## src/rtl/id_tracker_multi_if.sv

```systemverilog
// id_tracker_multi_if
// Bundles the allocate, retire and flush signals of the multi-port tag tracker.
//   master : dispatch/retire side. Drives new_tag_consume, old_tag_done,
//            old_tag and flush.
//   slave  : the tracker. Drives new_tag_ready, new_tag and free_count,
//            plus double_free_err when the check is built in.
// Macro ID_TRACKER_MULTI_DOUBLE_FREE_CHECK_EN adds the double_free_err signal.
interface id_tracker_multi_if #(
  parameter int TAG_COUNT   = 8,
  parameter int TAG_WIDTH   = $clog2(TAG_COUNT),
  parameter int ALLOC_PORTS = 2,
  parameter int FREE_PORTS  = 2
);
  localparam int CNT_W = $clog2(TAG_COUNT + 1);

  logic [ALLOC_PORTS-1:0]                new_tag_consume;
  logic [ALLOC_PORTS-1:0]                new_tag_ready;
  logic [ALLOC_PORTS-1:0][TAG_WIDTH-1:0] new_tag;
  logic [FREE_PORTS-1:0]                 old_tag_done;
  logic [FREE_PORTS-1:0][TAG_WIDTH-1:0]  old_tag;
  logic                                  flush;
  logic [CNT_W-1:0]                      free_count;
`ifdef ID_TRACKER_MULTI_DOUBLE_FREE_CHECK_EN
  logic                                  double_free_err;
`endif

  modport master (
    output new_tag_consume, old_tag_done, old_tag, flush,
`ifdef ID_TRACKER_MULTI_DOUBLE_FREE_CHECK_EN
    input  double_free_err,
`endif
    input  new_tag_ready, new_tag, free_count
  );

  modport slave (
    input  new_tag_consume, old_tag_done, old_tag, flush,
`ifdef ID_TRACKER_MULTI_DOUBLE_FREE_CHECK_EN
    output double_free_err,
`endif
    output new_tag_ready, new_tag, free_count
  );
endinterface

```

## src/rtl/id_tracker_multi.sv

```systemverilog
// id_tracker_multi
// Multi-port tag allocator/retirer. Keeps a free mask (bit set = tag free).
// Each cycle it offers the lowest free tags on the allocation ports and
// accepts retired tags on the free ports. It also supports a one-cycle flush
// that returns every tag to the pool.
// Ports:
//   CLK : clock; all state updates on the rising edge
//   RST : synchronous active-high reset; the pool becomes entirely free
//   bus : id_tracker_multi_if.slave. Carries consume/ready/new_tag per alloc
//         port, done/old_tag per free port, flush and free_count.
// Macro ID_TRACKER_MULTI_DOUBLE_FREE_CHECK_EN builds the sticky
// double_free_err flag. Without it the flag and its logic are absent.
module id_tracker_multi #(
  parameter int TAG_COUNT   = 8,
  parameter int TAG_WIDTH   = $clog2(TAG_COUNT),
  parameter int ALLOC_PORTS = 2,
  parameter int FREE_PORTS  = 2
) (
  input logic              CLK,
  input logic              RST,
  id_tracker_multi_if.slave bus
);
  localparam int CNT_W = $clog2(TAG_COUNT + 1);

  logic [TAG_COUNT-1:0]                  free_mask_reg;
  logic [TAG_COUNT-1:0]                  free_mask_next;
  logic [TAG_COUNT-1:0]                  alloc_mask;
  logic [TAG_COUNT-1:0]                  retire_mask;
  logic [CNT_W-1:0]                      free_count;
  logic [ALLOC_PORTS-1:0][TAG_WIDTH-1:0] offer_tag;
  logic [ALLOC_PORTS-1:0]                offer_ready;
  logic [FREE_PORTS-1:0]                 retire_valid;

  // One pass over the mask both counts free tags and picks the i-th lowest
  // free tag for port i. Ports beyond the free count keep the default 0.
  always_comb begin : offer_scan
    logic [CNT_W-1:0] seen;
    seen      = '0;
    offer_tag = '0;
    for (int b = 0; b < TAG_COUNT; b++) begin
      if (free_mask_reg[b]) begin
        for (int i = 0; i < ALLOC_PORTS; i++) begin
          if (seen == CNT_W'(i)) offer_tag[i] = TAG_WIDTH'(b);
        end
        seen = seen + CNT_W'(1);
      end
    end
    free_count = seen;
  end

  // Port i is ready when more than i tags are free. This keeps ready a
  // thermometer vector.
  generate
    for (genvar gi = 0; gi < ALLOC_PORTS; gi++) begin : g_ready
      assign offer_ready[gi] = (free_count > CNT_W'(gi));
    end
    // Out-of-range tags (only possible for non power-of-two pools) are dropped.
    for (genvar gi = 0; gi < FREE_PORTS; gi++) begin : g_retire_valid
      assign retire_valid[gi] = bus.old_tag_done[gi] &&
                                (int'(bus.old_tag[gi]) < TAG_COUNT);
    end
  endgenerate

  always_comb begin
    alloc_mask = '0;
    for (int i = 0; i < ALLOC_PORTS; i++) begin
      if (bus.new_tag_consume[i] && offer_ready[i]) alloc_mask[offer_tag[i]] = 1'b1;
    end
  end

  always_comb begin
    retire_mask = '0;
    for (int j = 0; j < FREE_PORTS; j++) begin
      if (retire_valid[j]) retire_mask[bus.old_tag[j]] = 1'b1;
    end
  end

  // Retire is ORed in after the allocate clear, so it wins on a shared tag.
  always_comb begin
    if (bus.flush) free_mask_next = '1;
    else           free_mask_next = (free_mask_reg & ~alloc_mask) | retire_mask;
  end

  always_ff @(posedge CLK) begin
    if (RST) free_mask_reg <= '1;
    else     free_mask_reg <= free_mask_next;
  end

  assign bus.new_tag_ready = offer_ready;
  assign bus.new_tag       = offer_tag;
  assign bus.free_count    = free_count;

`ifdef ID_TRACKER_MULTI_DOUBLE_FREE_CHECK_EN
  logic double_free_hit;
  logic double_free_err_reg;

  // A double free is one of two cases:
  //   - a retire of a tag that is already free;
  //   - two ports retiring the same tag in one cycle.
  always_comb begin
    double_free_hit = 1'b0;
    for (int j = 0; j < FREE_PORTS; j++) begin
      if (retire_valid[j]) begin
        if (free_mask_reg[bus.old_tag[j]]) double_free_hit = 1'b1;
        for (int k = j + 1; k < FREE_PORTS; k++) begin
          if (retire_valid[k] && (bus.old_tag[k] == bus.old_tag[j]))
            double_free_hit = 1'b1;
        end
      end
    end
  end

  // Sticky until reset; flush deliberately leaves it alone.
  always_ff @(posedge CLK) begin
    if (RST)                  double_free_err_reg <= 1'b0;
    else if (double_free_hit) double_free_err_reg <= 1'b1;
  end

  assign bus.double_free_err = double_free_err_reg;
`endif
endmodule

```

## src/flat_wrapper.sv

```systemverilog
// flat-port wrapper written by rule: the top's interface ports become plain ports
module id_tracker_multi_flat 
#(
  parameter int TAG_COUNT   = 8,
  parameter int TAG_WIDTH   = $clog2(TAG_COUNT),
  parameter int ALLOC_PORTS = 2,
  parameter int FREE_PORTS  = 2
)
  (CLK, RST, bus_new_tag_consume, bus_old_tag_done, bus_old_tag, bus_flush, bus_new_tag_ready, bus_new_tag, bus_free_count);
  id_tracker_multi_if #(.TAG_COUNT(TAG_COUNT), .TAG_WIDTH(TAG_WIDTH), .ALLOC_PORTS(ALLOC_PORTS), .FREE_PORTS(FREE_PORTS)) bus_i ();
  input logic CLK;
  input logic RST;
  input wire logic [$bits(bus_i.new_tag_consume)-1:0] bus_new_tag_consume;
  input wire logic [$bits(bus_i.old_tag_done)-1:0] bus_old_tag_done;
  input wire logic [$bits(bus_i.old_tag)-1:0] bus_old_tag;
  input wire logic [$bits(bus_i.flush)-1:0] bus_flush;
  output wire logic [$bits(bus_i.new_tag_ready)-1:0] bus_new_tag_ready;
  output wire logic [$bits(bus_i.new_tag)-1:0] bus_new_tag;
  output wire logic [$bits(bus_i.free_count)-1:0] bus_free_count;
  assign bus_i.new_tag_consume = bus_new_tag_consume;
  assign bus_i.old_tag_done = bus_old_tag_done;
  assign bus_i.old_tag = bus_old_tag;
  assign bus_i.flush = bus_flush;
  assign bus_new_tag_ready = bus_i.new_tag_ready;
  assign bus_new_tag = bus_i.new_tag;
  assign bus_free_count = bus_i.free_count;
  id_tracker_multi #(.TAG_COUNT(TAG_COUNT), .TAG_WIDTH(TAG_WIDTH), .ALLOC_PORTS(ALLOC_PORTS), .FREE_PORTS(FREE_PORTS)) u_core (.CLK(CLK), .RST(RST), .bus(bus_i));
endmodule
```

## config.mk

```make
export PLATFORM = sky130hd
export DESIGN_NAME = id_tracker_multi_flat
export DESIGN_NICKNAME = d
export VERILOG_FILES = /design/src/rtl/id_tracker_multi_if.sv /design/src/rtl/id_tracker_multi.sv /design/src/flat_wrapper.sv
export SDC_FILE = /design/constraint.sdc
export NUM_CORES = 1
export LEC_CHECK = 0
export ABC_AREA = 1
export CAP_MARGIN = 20
export CORE_UTILIZATION = 59
export DETAILED_ROUTE_END_ITERATION = 6
export GPL_TIMING_DRIVEN = 0
export PLACE_DENSITY = 0.95
export SKIP_CTS_REPAIR_TIMING = 1
export SYNTH_ARGS = -nofsm -noshare
export SYNTH_HDL_FRONTEND = slang
export SYNTH_SLANG_ARGS = --single-unit
```

## constraint.sdc

```tcl
create_clock -name CLK -period 11.66 [get_ports CLK]
set_input_delay 1.166 -clock CLK [delete_from_list [all_inputs] [get_ports CLK]]
set_output_delay 1.166 -clock CLK [all_outputs]
set_load 0.02 [all_outputs]
```

==> flow_summary.rst <==
.. list-table::
   :header-rows: 1

   * - Metric
     - Value
   * - Status
     - finished, final reports clean
   * - Routed Wire Length
     - 3670 um
   * - CP startpoint kind
     - flip-flop
   * - Average size of a mapped cell
     - 6.00 um^2
   * - Pin count of the biggest net entering global routing
     - 11
   * - Number of max-cap violations
     - 0
   * - Setup repair after global routing missed its margin
     - false
   * - Most common cell after layout, fill and taps aside
     - sky130_fd_sc_hd__nand2_1
   * - CTS root buf
     - sky130_fd_sc_hd__clkbuf_4
   * - First-pass detailed-route iteration total
     - 5
   * - Post-Syn Instances
     - 274
   * - Hold WC Path Type
     - reg2reg
   * - Initial Util
     - 0.646
   * - Net Count, Synth
     - 307
   * - Crit path max-delay cell type
     - sky130_fd_sc_hd__clkdlybuf4s50_1
   * - Final Net Count
     - 335
   * - Detailed-route vias per instance
     - 5.36
   * - Site Rows
     - 18
   * - Gp weighted congestion
     - 0.897
   * - Final core utilization
     - 0.760
   * - Count of cell types in the netlist
     - 30
   * - Worst endpoint required time
     - 10.49 ns
   * - Synthesis-to-layout area growth
     - 17.7%
   * - Total number of vias
     - 1768
   * - Final Critical Period
     - 6.45 ns
   * - Share of the clock period used by the worst path
     - 0.553
   * - Slew at the pin closest to its max-slew limit
     - 0.335 ns
   * - H-tree lvl count
     - 1
   * - Count of flip-flops with a built-in enable after synthesis
     - 0
   * - Die span in y
     - 54.8 um
   * - Antenna violations before repair
     - 0
   * - Max FO, Critical Path
     - 5
   * - Sequential area share after synthesis
     - 0.0974
   * - Synth Register Bits
     - 8
   * - Register clock-pin slew on the reported worst setup and hold paths
     - 0.06 ns
   * - Area inside the core boundary
     - 2540 um^2
   * - Area of the die
     - 3000 um^2
   * - Synthesized cell area
     - 1640 um^2
   * - Commonest non-fill, non-tap cells in the layout
     - 72 x sky130_fd_sc_hd__nand2_1, 45 x sky130_fd_sc_hd__inv_1, 26 x sky130_fd_sc_hd__nor2_1, 23 x sky130_fd_sc_hd__clkdlybuf4s50_1, 21 x sky130_fd_sc_hd__nand3_1
   * - Routed len/inst
     - 11.1 um
   * - Width of the die
     - 54.8 um
   * - Max reg flops
     - 8
   * - Number of primary I/O pins
     - 25
   * - Post-DP HPWL
     - 3160 um
   * - Antenna cells
     - 0
   * - Yosys warns
     - 0
   * - Relative max-transition margin
     - 0.776
   * - Wire length of the first global-routing pass
     - 6200 um
   * - Data arrival time at the worst-slack endpoint
     - 5.29 ns
   * - Summed negative setup slack over all endpoints
     - 0 ns
   * - Remaining antenna violation count after routing
     - 0
   * - Count of input and output buffers
     - 23
   * - Asr flop ratio synth
     - 0
   * - Kind of end point of the critical path
     - output pin
   * - Proportion of layout cells with a drive suffix above 1
     - 0.147
   * - Worst Path Class, Setup
     - reg2out
   * - Most used DFF post-synth
     - sky130_fd_sc_hd__dfxtp_1
   * - Grt ovf
     - 0
   * - Number of global-route vias before repair
     - 1592
   * - Count of endpoints failing setup in the final report
     - 0
   * - TritonCTS buffer count
     - 3
   * - Longest individual stage delay on the worst path
     - 0.61 ns
   * - Clock insertion delay at the later pin of the skew report
     - 0.27 ns
   * - Most frequent cell on the critical path
     - sky130_fd_sc_hd__nand2_1
   * - All-layer global routing usage
     - 0.285
   * - DRC violation count after routing
     - 0
   * - Final Hold Viols
     - 0
   * - Total number of clock tree sinks
     - 8
   * - Final count of pins violating max slew
     - 0
   * - Peak Freq
     - 155 MHz
   * - CTS Buffer Depth
     - 2
   * - Clock tree from TritonCTS
     - done
   * - Clock Skews
     - 0.00682 ns
   * - DRT iter0 DRCs
     - 50
[cells by family (layout without fill, tap and decap cells)]
logic type | Yosys count | in the layout | share of synthesized area
AOI/OAI and AO/OA | 19 | 19 | 0.0845
adders and majority gates | 20 | 20 | 0.152
xor gates and xnor gates | 1 | 1 | 0.00990
buffers and inverters | 55 | 81 | 0.133
and+or+nand+nor | 171 | 171 | 0.523
DFF | 8 | 8 | 0.0974
[per-stage QoR]
stage	cells	hold WS [ns]	setup slack (ns)	cell area, um^2
finish	330	0.606	5.21	1930
global route	330	0.629	4.82	1930
CTS	330	0.599	5.21	1930
detailed placement	327	0.590	5.51	1910
global placement	327	0.571	5.58	1910
floorplan	274	0.527	6.23	1640
[cell usage after synthesis (2+ instances only)]
| master | n | area [um^2] |
|---|---|---|
| sky130_fd_sc_hd__nand4_1 | 13 | 81.3 |
| sky130_fd_sc_hd__nand3_2 | 4 | 40.0 |
| sky130_fd_sc_hd__inv_1 | 45 | 169 |
| sky130_fd_sc_hd__nor3_1 | 8 | 40.0 |
| sky130_fd_sc_hd__nand2_1 | 72 | 270 |
| sky130_fd_sc_hd__a21oi_1 | 3 | 15.0 |
| sky130_fd_sc_hd__a21oi_2 | 2 | 17.5 |
| sky130_fd_sc_hd__ha_1 | 20 | 250 |
| sky130_fd_sc_hd__inv_2 | 4 | 15.0 |
| sky130_fd_sc_hd__nor2_1 | 26 | 97.6 |
| sky130_fd_sc_hd__nand3_1 | 21 | 105 |
| sky130_fd_sc_hd__nor2_2 | 2 | 12.5 |
| sky130_fd_sc_hd__buf_1 | 2 | 7.51 |
| sky130_fd_sc_hd__o21ai_1 | 3 | 15.0 |
| sky130_fd_sc_hd__dfxtp_1 | 8 | 160 |
| sky130_fd_sc_hd__nand2_4 | 8 | 90.1 |
| sky130_fd_sc_hd__a221oi_1 | 8 | 70.1 |
| sky130_fd_sc_hd__nand2_2 | 12 | 75.1 |
| sky130_fd_sc_hd__or2_2 | 2 | 12.5 |
[final cells by class]
class | count | area, um^2
Clock buffer | 3 | 22.5
Buffer | 5 | 31.3
Tap cell | 30 | 37.5
Fill cell | 209 | 611
Inverter | 50 | 188
Multi-Input combinational cell | 211 | 1260
Timing Repair Buffer | 23 | 230
Sequential cell | 8 | 160
[final timing paths]
path / end / from / slack, ns / cells past startpoint
worst min-delay path: u_core.free_mask_reg[6] / u_core.free_mask_reg[6] / 0.61 / 2
worst max-delay path: bus_new_tag_ready[0] / u_core.free_mask_reg[0] / 5.21 / 28
worst max register to register: u_core.free_mask_reg[0] / u_core.free_mask_reg[0] / 6.77 / 32
worst min register to register: u_core.free_mask_reg[6] / u_core.free_mask_reg[6] / 0.61 / 2
[critical path: cells and delay by family, from the launching register on]
family / cells / cell delay [ns]
simple gates: 13 / 1.72
fa+ha+maj: 6 / 1.70
buf+inv: 8 / 1.13
flops: 1 / 0.35
compound gates: 1 / 0.15
[per-layer routing]
metal | global-route usage | vias to the layer above | part of all wire
met5 | 0 | - | 0
li1 | - | 930 | -
met3 | 0.0250 | 9 | 0.037
met4 | 0.128 | 0 | 0.022
met1 | 0.339 | 784 | 0.46
met2 | 0.508 | 45 | 0.48
Power is not shown: default switching activity piles up to over one toggle a cycle in this logic, so the estimate is an artifact.
